**src/rtl/uart_rx_ctrl_if.sv**
```systemverilog
// rtl/uart_rx_ctrl_if.sv - receive character stream between uart_rx_ctrl and its consumer
interface uart_rx_ctrl_if #(
  parameter int DATA_BITS = 8
);
  logic [DATA_BITS-1:0] m_data;
  logic                 m_parity_err;
  logic                 m_frame_err;
  logic                 m_valid;
  logic                 m_ready;

  modport master (
    output m_data, m_parity_err, m_frame_err, m_valid,
    input  m_ready
  );

  modport slave (
    input  m_data, m_parity_err, m_frame_err, m_valid,
    output m_ready
  );
endinterface

```
**src/rtl/uart_rx_ctrl.sv**
```systemverilog
// rtl/uart_rx_ctrl.sv - UART receive controller: 16x tick, parity mode, character FIFO, status
module uart_rx_ctrl #(
  parameter int DATA_BITS  = 8,
  parameter int DIV_WIDTH  = 16,
  parameter int FIFO_DEPTH = 4
) (
  input  logic                          clk,
  input  logic                          reset_n,
  input  logic                          cfg_enable,
  input  logic [DIV_WIDTH-1:0]          cfg_div,
  input  logic                          cfg_parity_enable,
  input  logic                          cfg_drop_errored,
  input  logic                          clear_status,
  output logic                          tick_16x,
  output logic                          parity_enable,
  input  logic [DATA_BITS-1:0]          rx_data,
  input  logic                          data_ready,
  input  logic                          parity_err,
  input  logic                          frame_err,
  uart_rx_ctrl_if.master                m,
  output logic [$clog2(FIFO_DEPTH):0]   fifo_level,
  output logic                          overrun,
  output logic [7:0]                    err_count
);
  localparam int AW = $clog2(FIFO_DEPTH);
  localparam int LW = AW + 1;
  localparam int EW = DATA_BITS + 2;

  logic [DIV_WIDTH-1:0] div_cnt;
  logic                 dr_q;
  logic [EW-1:0]        mem [FIFO_DEPTH];
  logic [AW-1:0]        wr_ptr;
  logic [AW-1:0]        rd_ptr;
  logic [EW-1:0]        head;
  logic                 evt;
  logic                 err_flag;
  logic                 push;
  logic                 pop;
  logic                 full;
  logic                 wr_en;
  logic                 ovf;

  always_comb begin
    err_flag = parity_err | frame_err;
    evt      = cfg_enable & data_ready & ~dr_q;
    push     = evt & ~(cfg_drop_errored & err_flag);
    pop      = m.m_valid & m.m_ready;
    full     = (fifo_level == LW'(FIFO_DEPTH));
    // A pop frees the slot on the same edge, so a full FIFO can still accept.
    wr_en    = push & (~full | pop);
    ovf      = push & full & ~pop;
  end

  always_ff @(posedge clk or negedge reset_n) begin
    if (!reset_n) begin
      div_cnt  <= '0;
      tick_16x <= 1'b0;
    end else if (!cfg_enable) begin
      div_cnt  <= '0;
      tick_16x <= 1'b0;
    end else if (div_cnt >= cfg_div) begin
      div_cnt  <= '0;
      tick_16x <= 1'b1;
    end else begin
      div_cnt  <= div_cnt + DIV_WIDTH'(1);
      tick_16x <= 1'b0;
    end
  end

  always_ff @(posedge clk or negedge reset_n) begin
    if (!reset_n) begin
      parity_enable <= 1'b0;
      dr_q          <= 1'b0;
    end else begin
      dr_q <= data_ready;
      if (!cfg_enable) parity_enable <= cfg_parity_enable;
    end
  end

  always_ff @(posedge clk) begin
    if (wr_en) mem[wr_ptr] <= {frame_err, parity_err, rx_data};
  end

  always_ff @(posedge clk or negedge reset_n) begin
    if (!reset_n) begin
      wr_ptr     <= '0;
      rd_ptr     <= '0;
      fifo_level <= '0;
    end else begin
      if (wr_en) wr_ptr <= wr_ptr + AW'(1);
      if (pop)   rd_ptr <= rd_ptr + AW'(1);
      case ({wr_en, pop})
        2'b10:   fifo_level <= fifo_level + LW'(1);
        2'b01:   fifo_level <= fifo_level - LW'(1);
        default: fifo_level <= fifo_level;
      endcase
    end
  end

  // Clear wins over a same-cycle set or increment.
  always_ff @(posedge clk or negedge reset_n) begin
    if (!reset_n) begin
      overrun   <= 1'b0;
      err_count <= '0;
    end else if (clear_status) begin
      overrun   <= 1'b0;
      err_count <= '0;
    end else begin
      if (ovf) overrun <= 1'b1;
      if (evt && err_flag && err_count != 8'hFF) err_count <= err_count + 8'd1;
    end
  end

  assign head           = mem[rd_ptr];
  assign m.m_valid      = (fifo_level != '0);
  assign m.m_data       = m.m_valid ? head[DATA_BITS-1:0] : '0;
  assign m.m_parity_err = m.m_valid & head[DATA_BITS];
  assign m.m_frame_err  = m.m_valid & head[DATA_BITS+1];
endmodule
```
**src/flat_wrapper.sv**
```systemverilog
// flat-port wrapper written by rule: the top's interface ports become plain ports
module uart_rx_ctrl_flat 
#(
  parameter int DATA_BITS  = 8,
  parameter int DIV_WIDTH  = 16,
  parameter int FIFO_DEPTH = 4
)
  (clk, reset_n, cfg_enable, cfg_div, cfg_parity_enable, cfg_drop_errored, clear_status, tick_16x, parity_enable, rx_data, data_ready, parity_err, frame_err, fifo_level, overrun, err_count, m_m_data, m_m_parity_err, m_m_frame_err, m_m_valid, m_m_ready);
  uart_rx_ctrl_if #(.DATA_BITS(DATA_BITS)) m_i ();
  input  logic clk;
  input  logic reset_n;
  input  logic cfg_enable;
  input  logic [DIV_WIDTH-1:0] cfg_div;
  input  logic cfg_parity_enable;
  input  logic cfg_drop_errored;
  input  logic clear_status;
  output logic tick_16x;
  output logic parity_enable;
  input  logic [DATA_BITS-1:0] rx_data;
  input  logic data_ready;
  input  logic parity_err;
  input  logic frame_err;
  output logic [$clog2(FIFO_DEPTH):0] fifo_level;
  output logic overrun;
  output logic [7:0] err_count;
  output wire logic [$bits(m_i.m_data)-1:0] m_m_data;
  output wire logic [$bits(m_i.m_parity_err)-1:0] m_m_parity_err;
  output wire logic [$bits(m_i.m_frame_err)-1:0] m_m_frame_err;
  output wire logic [$bits(m_i.m_valid)-1:0] m_m_valid;
  input wire logic [$bits(m_i.m_ready)-1:0] m_m_ready;
  assign m_m_data = m_i.m_data;
  assign m_m_parity_err = m_i.m_parity_err;
  assign m_m_frame_err = m_i.m_frame_err;
  assign m_m_valid = m_i.m_valid;
  assign m_i.m_ready = m_m_ready;
  uart_rx_ctrl #(.DATA_BITS(DATA_BITS), .DIV_WIDTH(DIV_WIDTH), .FIFO_DEPTH(FIFO_DEPTH)) u_core (.clk(clk), .reset_n(reset_n), .cfg_enable(cfg_enable), .cfg_div(cfg_div), .cfg_parity_enable(cfg_parity_enable), .cfg_drop_errored(cfg_drop_errored), .clear_status(clear_status), .tick_16x(tick_16x), .parity_enable(parity_enable), .rx_data(rx_data), .data_ready(data_ready), .parity_err(parity_err), .frame_err(frame_err), .m(m_i), .fifo_level(fifo_level), .overrun(overrun), .err_count(err_count));
endmodule
```
**config.mk**
```make
export PLATFORM = sky130hd
export DESIGN_NAME = uart_rx_ctrl_flat
export DESIGN_NICKNAME = d
export VERILOG_FILES = /design/src/rtl/uart_rx_ctrl_if.sv /design/src/rtl/uart_rx_ctrl.sv /design/src/flat_wrapper.sv
export SDC_FILE = /design/constraint.sdc
export NUM_CORES = 1
export LEC_CHECK = 0
export BUFFER_PORTS_ARGS = -buffer_cell sky130_fd_sc_hd__clkbuf_2
export CAP_MARGIN = 30
export CORE_ASPECT_RATIO = 1.5
export CORE_MARGIN = 1.5
export CORE_UTILIZATION = 51
export CTS_CLUSTER_DIAMETER = 80
export CTS_CLUSTER_SIZE = 25
export DETAILED_ROUTE_END_ITERATION = 10
export GPL_ROUTABILITY_DRIVEN = 0
export PLACE_DENSITY_LB_ADDON = 0.3
export SLEW_MARGIN = 20
export SYNTH_ARGS = -nofsm -noshare
export SYNTH_HDL_FRONTEND = slang
export SYNTH_SLANG_ARGS = --single-unit
```
**constraint.sdc**
```tcl
create_clock -name clk -period 1.8 [get_ports clk]
set_input_delay 0.18 -clock clk [delete_from_list [all_inputs] [get_ports clk]]
set_output_delay 0.18 -clock clk [all_outputs]
set_load 0.02 [all_outputs]
```
==> impl_metrics.yaml <==
synth:
  synth_ff_type: "edfxtp_1"
  async_flop_share_pct: 46.7
  syn-cell-area_mm2: 0.00382
  synth_cells: 304
  yosysSeqAreaShare_pct: 54.3
  ys.warnings.count: 0
  synth-seq-cells: 75
  synth_cell_types: 52
  synth_nets: 361
  synth_edf_count: 40
  avgSynthCellArea_um2: 12.6
clock_network:
  insertion_delay_ns: 0.34
  cts_made_buffers: 9
  clkTransAtPathRegs_ns: 0.08
  cts_sinks: 75
  root_buffer: "clkbuf_8"
  cts.path.max_buffers: 2
  htree_num_levels: 3
  cts_tree: "done"
timing:
  max_clock_freq_mhz: 532
  tns_ns: -0.804
  report.final.setup_viol: 22
  rsz0062_at_grt: "true"
  period_needed_ns: 1.88
  period_share_pct: 104
  hold_violations: 0
  skew_ns: 0.00625
  slew-limit-headroom_pct: 65.9
  setup_ws_ns: -0.0785
  worstMarginPinSlew_ns: 0.512
  slew_viol_final: 0
  hold_ws_ns: 0.0548
floorplan:
  core_mm2: 0.00723
  die_w_um: 73.7
  fp.dieArea_mm2: 0.00804
  start_util_pct: 52.9
  io_pins: 59
  die_h_um: 109
  fp-row-count: 38
worst_setup_path:
  max_stage_delay_ns: 0.50
  end_kind: "output pin"
  cp_cell_sequence: "buf_12, mux4_2, nor2b_1, buf_2"
  crit_start: "u_core.rd_ptr[0]$_DFFE_PN0P_"
  required_ns: 1.62
  worst-path-max-fanout: 10
  r2r-start: "u_core.div_cnt[5]$_DFF_PN0_"
  reg2reg_depth: 6
  start_kind: "register"
  slowest_stage: "mux4_2"
  crit_type: "register to output pin"
  worst-endpoint-arrival_ns: 1.70
power_and_ir_drop:
  ir_worst_vdd_v: 0.000781
  p_total_uw: 4890
  powerDensity_mw_per_mm2: 978
  leakagePower_uw: 0.00212
layout:
  final_common_cell: "clkbuf_2"
  num_antenna_cells: 0
  syn_to_final_growth_pct: 30.8
  drive_gt1_share_pct: 41.1
  fin_nets: 473
  layout_common_cells: "clkbuf_2, buf_4, edfxtp_1"
placed_design:
  io_buffers: 58
  hpwl_um: 5880
job:
  drv_cap: 0
detailed_routing:
  route.detailed.drc: 0
  drtIter0Drc: 148
  drt_first_pass_iters: 5
  vias: 2842
  avgViaCountPerCell: 5.45
  postRouteAntennaNets: 0
  wl_um: 8380
  avgRoutedWirePerCell_um: 16.1
global_routing:
  antenna_found_initial: 0
  grt-ovfl-total: 0
  grt_max_degree: 22
  grt_pass1_vias: 2818
  grt.total_usage_pct: 21.3
  grt_pass1_wl_um: 12800
worst_hold_path:
  min_path_cells: 1
  worstHoldStart: "rx_data[2]"
  hold_class: "input pin to register"
status:
  violations: "setup timing"
  status: "finished, violations left"
## sequential cells by signal, indices dropped and copies added, names as in the netlist
register / count
u_core.mem: 40
u_core.div_cnt: 16
u_core.err_count: 8
u_core.fifo_level: 3
u_core.rd_ptr: 2
u_core.wr_ptr: 2
u_core.dr_q: 1
u_core.overrun: 1
u_core.parity_enable: 1
u_core.tick_16x: 1
## critical path: cells and delay by family (launching register included)
| family | cells | cell delay, ns |
|---|---|---|
| mux | 1 | 0.50 |
| flops | 1 | 0.40 |
| buf+inv | 2 | 0.31 |
| simple gates | 1 | 0.15 |
## metrics by stage
step	area, um2	cells	setup slack, ns	util, %
after floorplan	3870	304	-0.0538	-
after global placement	4550	492	-0.0122	63.0
after detailed placement	4550	492	-0.0239	63.0
after CTS	4750	511	-0.118	65.7
after global routing	5000	521	-0.157	69.3
final	5000	521	-0.0785	69.3
## power breakdown
part	internal, uW	total, uW	switching, uW
logic	853	1760	902
clock network	493	1080	585
registers	1940	2060	122
total	3280	4890	1610
## cells by family (layout without fill, tap and decap cells)
group	after synthesis	in the layout	share of synthesized area (%)
muxes	13	13	6.74
AOI/OAI and AO/OA	47	47	9.68
and+or+nand+nor	89	89	13.5
xor gates and xnor gates	17	17	3.89
buffers and inverters	40	157	4.12
adders and majority gates	23	23	7.72
DFF	75	75	54.3
## per-layer routing
layer / share of wire (%) / vias to the layer above / track usage [%]
li1: - / 1355 / -
met1: 38 / 1405 / 24.2
met2: 56 / 65 / 37.8
met3: 3.8 / 17 / 5.45
met4: 2.1 / 0 / 7.67
met5: 0 / - / 0
## cell type report
cell class                 instances  area [um2]
multi-input combinational        189        1800
clock buffer                      11         131
fill                             551        2220
inverter                          32         120
tap                              100         125
timing repair buffer             109         716
clock inverter                     5        30.0
sequential                        75        2080
## timing repair
item / CTS / global route
pin swaps: 1 / 6
gates resized for setup: 2 / 43
endpoints found under the setup margin: 67 / 70
hold buffers: 2 / 0
endpoints found under the hold margin: 21 / 0
cloned: 0 / 2
setup buffers: 1 / 9
## cell usage after synthesis (4+ instances only)
cell type / count / area, um2
a21oi_1: 7 / 35.0
nand2_1: 8 / 30.0
o311ai_0: 4 / 35.0
and3_1: 4 / 25.0
inv_1: 32 / 120
nand3_1: 8 / 40.0
or3_1: 4 / 25.0
clkbuf_1: 4 / 15.0
ha_1: 22 / 275
xor2_1: 5 / 43.8
nor2b_1: 11 / 68.8
and2_1: 4 / 25.0
edfxtp_1: 40 / 1200
nor2_1: 7 / 26.3
nand4_1: 7 / 43.8
o21ai_0: 9 / 45.0
xnor2_1: 12 / 105
dfrtp_1: 35 / 876
nor3_1: 21 / 105
mux4_2: 10 / 225
## final timing paths
path / endpoint / slack, ns
max: m_m_data[1] / -0.08
min: u_core.mem[2][2]$_DFFE_PP_ / 0.05
max reg2reg: u_core.tick_16x$_DFF_PN0_ / -0.03
min reg2reg: u_core.overrun$_DFFE_PN0P_ / 0.50
max in group asynchronous: u_core.rd_ptr[1]$_DFFE_PN0P_ / 0.82
min in group asynchronous: u_core.div_cnt[7]$_DFF_PN0_ / 0.35
No activity file was read; power rests on OpenSTA's default activity.
